--- src/rtl/ifq.sv ---
// Instruction fetch queue: circular FIFO of {pc, instr} beats between fetch and decode.
// Back-pressures fetch with o_hold when full. A redirect flush drops every buffered entry.
module ifq #(
   parameter int unsigned DEPTH   = 4,
   parameter int unsigned PC_W    = 64,
   parameter int unsigned INSTR_W = 32
) (
   input  logic                   clk,
   input  logic                   rst_n,
   input  logic [INSTR_W-1:0]     i_instr,
   input  logic [PC_W-1:0]        i_pc,
   input  logic                   i_instr_valid,
   output logic                   o_hold,
   input  logic                   i_flush,
   output logic [INSTR_W-1:0]     o_instr,
   output logic [PC_W-1:0]        o_pc,
   output logic                   o_valid,
   input  logic                   i_id_ready,
   output logic [$clog2(DEPTH):0] o_count
);

   localparam int unsigned PTR_W = $clog2(DEPTH);
   localparam int unsigned CNT_W = PTR_W + 1;

   typedef struct packed {
      logic [PC_W-1:0]    pc;
      logic [INSTR_W-1:0] instr;
   } entry_t;

   entry_t           mem_q [DEPTH];
   entry_t           mem_d [DEPTH];
   logic [PTR_W-1:0] wr_ptr_q, wr_ptr_d;
   logic [PTR_W-1:0] rd_ptr_q, rd_ptr_d;
   logic [CNT_W-1:0] cnt_q, cnt_d;
   logic             valid_q, valid_d;
   logic             hold_q, hold_d;
   logic             push;
   logic             pop;

   // Pointer and occupancy update. A flush beats push, pop and full.
   always_comb begin
      push     = i_instr_valid & ~hold_q & ~i_flush;
      pop      = valid_q & i_id_ready & ~i_flush;
      wr_ptr_d = wr_ptr_q;
      rd_ptr_d = rd_ptr_q;
      cnt_d    = cnt_q;
      if (i_flush) begin
         wr_ptr_d = '0;
         rd_ptr_d = '0;
         cnt_d    = '0;
      end else begin
         if (push) wr_ptr_d = wr_ptr_q + PTR_W'(1);
         if (pop)  rd_ptr_d = rd_ptr_q + PTR_W'(1);
         case ({push, pop})
            2'b10:   cnt_d = cnt_q + CNT_W'(1);
            2'b01:   cnt_d = cnt_q - CNT_W'(1);
            default: cnt_d = cnt_q;
         endcase
      end
      // Status flags are precomputed from the next occupancy, so they depend on state only.
      valid_d = (cnt_d != '0);
      hold_d  = (cnt_d == CNT_W'(DEPTH));
   end

   always_comb begin
      mem_d = mem_q;
      if (push) mem_d[wr_ptr_q] = {i_pc, i_instr};
   end

   always_ff @(posedge clk) begin
      if (!rst_n) begin
         wr_ptr_q <= '0;
         rd_ptr_q <= '0;
         cnt_q    <= '0;
         valid_q  <= 1'b0;
         hold_q   <= 1'b0;
      end else begin
         wr_ptr_q <= wr_ptr_d;
         rd_ptr_q <= rd_ptr_d;
         cnt_q    <= cnt_d;
         valid_q  <= valid_d;
         hold_q   <= hold_d;
      end
   end

   // Entry storage needs no reset: the contents are only read while valid.
   always_ff @(posedge clk) begin
      mem_q <= mem_d;
   end

   assign o_valid = valid_q;
   assign o_hold  = hold_q;
   assign o_count = cnt_q;
   assign o_pc    = mem_q[rd_ptr_q].pc;
   assign o_instr = mem_q[rd_ptr_q].instr;

endmodule

--- config.mk ---
export PLATFORM = sky130hd
export DESIGN_NAME = ifq
export DESIGN_NICKNAME = d
export VERILOG_FILES = /design/src/rtl/ifq.sv
export SDC_FILE = /design/constraint.sdc
export NUM_CORES = 1
export LEC_CHECK = 0
export CAP_MARGIN = 20
export CORE_UTILIZATION = 54
export CTS_BUF_LIST = sky130_fd_sc_hd__clkbuf_8 sky130_fd_sc_hd__clkbuf_16
export DETAILED_ROUTE_END_ITERATION = 8
export HOLD_SLACK_MARGIN = 0.05
export PLACE_DENSITY_LB_ADDON = 0.3
export SLEW_MARGIN = 40
export SYNTH_ARGS = -nofsm -noshare
export SYNTH_HDL_FRONTEND = slang
export SYNTH_SLANG_ARGS = --single-unit
--- constraint.sdc ---
create_clock -name clk -period 4.8 [get_ports clk]
set_input_delay 0.48 -clock clk [delete_from_list [all_inputs] [get_ports clk]]
set_output_delay 0.48 -clock clk [all_outputs]
set_load 0.1 [all_outputs]
==> flow_summary.toml <==
[run_status]
outcome = "completed"

[floorplanning]
start_util_pct = 55.00
std_cell_rows = 59
io_pins = 202
die_h_um = 164.9
dieArea_mm2 = 0.02720
design.core.area_mm2 = 0.02606
die_w_um = 164.9

[logic_synthesis]
syn_nets = 661
netlist_area_mm2 = 0.01433
ys.flop_type = "edfxtp_1"
synthTopCellsByArea = "edfxtp_1 (80%), mux4_2 (15%), dfxtp_1 (1.3%)"
synth_top_cell_area_share_pct = 80.46
yosysWarnings = 0
seq_area_frac_synth_pct = 81.72
async_flop_share_pct = 0
netlist_instances = 554
avgSynthCellArea_um2 = 25.87
yosysUniqueCellTypes = 26
yosys_register_bits = 393
synth_edf_count = 384
yosys.area.top_type = "edfxtp_1"

[critical_path]
cp_max_fo = 31
required_ns = 4.32
rr_worst_depth = 7
arrival_ns = 2.61
r2r_start = "o_hold$_SDFF_PN0_"
start_kind = "flip-flop"
setup.worst_path.end_class = "output port"
path_class = "reg -> out"
regToRegEndpoint = "o_hold$_SDFF_PN0_"
rrSetupSlack_ns = 2.45

[power_and_ir_drop]
p_leak_nw = 5.748
pwr_density_cell_mw_per_mm2 = 416.7
irDropWorstVdd_mv = 0.2986

[routing]
wirelength_mm = 25.93
firstDrtPassIters = 5
avgViaCountPerCell = 5.624
drc = 0
final_antenna_net_count = 0
drt-initial-drc-count = 411
wl_per_cell_um = 22.53
via_count = 6473

[place]
dp.cells = 1075
gp_congestion = 0.6868
dp_hpwl_mm = 15.30
numPortBuffers = 201
post-place-ws_ns = 1.693

[timing]
fin_crit_ns = 3.091
worst_pin_slew_ns = 0.6368
finalHoldViolations = 0
setup_ws_ns = 1.709
fin_tns_setup_ns = 0
final.setup_skew_ns = 0.01375
rsz0062_at_grt = "false"
fmax_mhz = 323.6
slew_headroom_pct = 57.55
fin_crit_sh_pct = 64.39
drv_slew = 0
setup_violations = 0

[clocking]
cts_inserted_buffers = 39
cts-root-buf = "clkbuf_16"
cts_sinks = 393
cts_tree = "built"
h-tree-depth = 2
cts_hold_buf = 0
clockBufferDepth = 3
clk_latency_ns = 0.51
cts_setup_buffers = 0
clkTransAtPathRegs_ns = 0.06
cts_resized = 0

[min_path]
worstHoldPathCells = 2
hold_start = "wr_ptr_q[1]$_SDFFE_PP0P_"
hold_path.class = "reg -> reg"
min_to = "wr_ptr_q[1]$_SDFFE_PP0P_"

[global_routing]
antenna_found_initial = 1
grt_max_degree = 55
grtUsageTotal_pct = 19.39
grt_pass1_vias = 6890
grt.overflow.total = 0
grt_pass1_wl_mm = 38.59

[finish]
drive_gt1_share_pct = 33.99
instances_no_fill = 1151
layout.nets = 893
area_growth_pct = 23.26

[run]
cap_viol_max_count = 0
[cells by family (layout without fill, tap and decap cells)]
logic type	after synthesis	after routing	synth area share, %
buf+inv	29	290	1.083
simple gates	19	19	0.8468
mux	98	98	15.23
fa+ha+maj	6	6	0.5762
other cells	0	1	0
compound gates	4	4	0.2445
flops	393	393	81.72
xor+xnor	5	5	0.3056
[cells in the mapped netlist, types with 2 or more instances]
master,instances
xor2_1,3
buf_6,4
mux4_2,96
xnor2_1,2
buf_2,13
and2_1,4
clkbuf_1,7
inv_1,5
dfxtp_1,9
ha_1,5
nor2_1,7
edfxtp_1,384
mux2i_1,2
[how the worst max path moves through the flow]
| stage | startpoint | to | slack (ns) | depth (start not counted) |
|---|---|---|---|---|
| after floorplan | o_hold$_SDFF_PN0_ | mem_q[0]$_DFFE_PP_ | 0.93 | 2 |
| after global placement | rd_ptr_q[0]$_SDFFE_PP0P_ | o_instr[5] | 1.51 | 3 |
| after detailed placement | i_flush | mem_q[357]$_DFFE_PP_ | 1.69 | 4 |
| after CTS | rd_ptr_q[0]$_SDFFE_PP0P_ | o_instr[21] | 1.63 | 3 |
| after global routing | rd_ptr_q[0]$_SDFFE_PP0P_ | o_pc[4] | 1.54 | 3 |
| final | rd_ptr_q[0]$_SDFFE_PP0P_ | o_instr[22] | 1.71 | 3 |
[power breakdown]
part	internal (mW)	switching, mW
combinational	0.145	0.384
sequential	3.82	0.0129
clock	1.81	1.20
total	5.77	1.59
[sequential cells by signal, summed over array words and instances, names as in the netlist]
register and count:
mem_q 384, o_count 3, rd_ptr_q 2, wr_ptr_q 2, o_hold 1, o_valid 1
[through the flow]
step | hold slack (ns) | cell area, um2 | total power [mW] | utilization, %
floorplan | 0.5136 | 14330 | 4.259 | -
global placement | 0.5237 | 16790 | 4.454 | 64.42
detailed placement | 0.5736 | 16280 | 4.433 | 62.48
CTS | 0.5719 | 17560 | 7.420 | 67.39
global route | 0.5806 | 17660 | 7.588 | 67.79
finish | 0.5795 | 17660 | 7.361 | 67.79
[per-layer routing]
layer	track usage (%)	wire length, um	vias to the layer above
li1	-	-	2847
met1	24.03	10170	3384
met2	33.82	13720	201
met3	4.520	1507	41
met4	6.130	534	0
met5	0	0	-
[cell usage in the layout (no fill, tap or decap), drive strengths merged]
cell type,n
nand2b,1
edfxtp,384
or4,1
clkbuf,39
nand2,1
nand4b,1
a211oi,1
and2,4
nor3b,2
a211o,1
nand3,1
bufinv,6
clkinv,11
xor2,3
a21oi,1
fa,1
mux2i,2
inv,16
mux4,96
xnor2,2
ha,5
buf,115
dfxtp,9
nor2,7
o2111ai,1
clkdlybuf4s50,100
clkinvlp,3
diode,1
nand3b,1
[worst max-delay path: stages (launching register included)]
cell     delay [ns]
dfxtp_4        0.75
buf_4          0.45
mux4_2         0.56
buf_2          0.31
[cell type report]
cell class	count	area, um2
diodes	1	2.502
fillers	1605	8394
clock inverters	31	305.3
well taps	335	419.2
clock buffers	39	975.9
flip-flops and latches	393	11720
inverters	5	18.77
repair buffers	215	1749
multi-input cells	132	2475
Power figures use the tool's default switching activity.
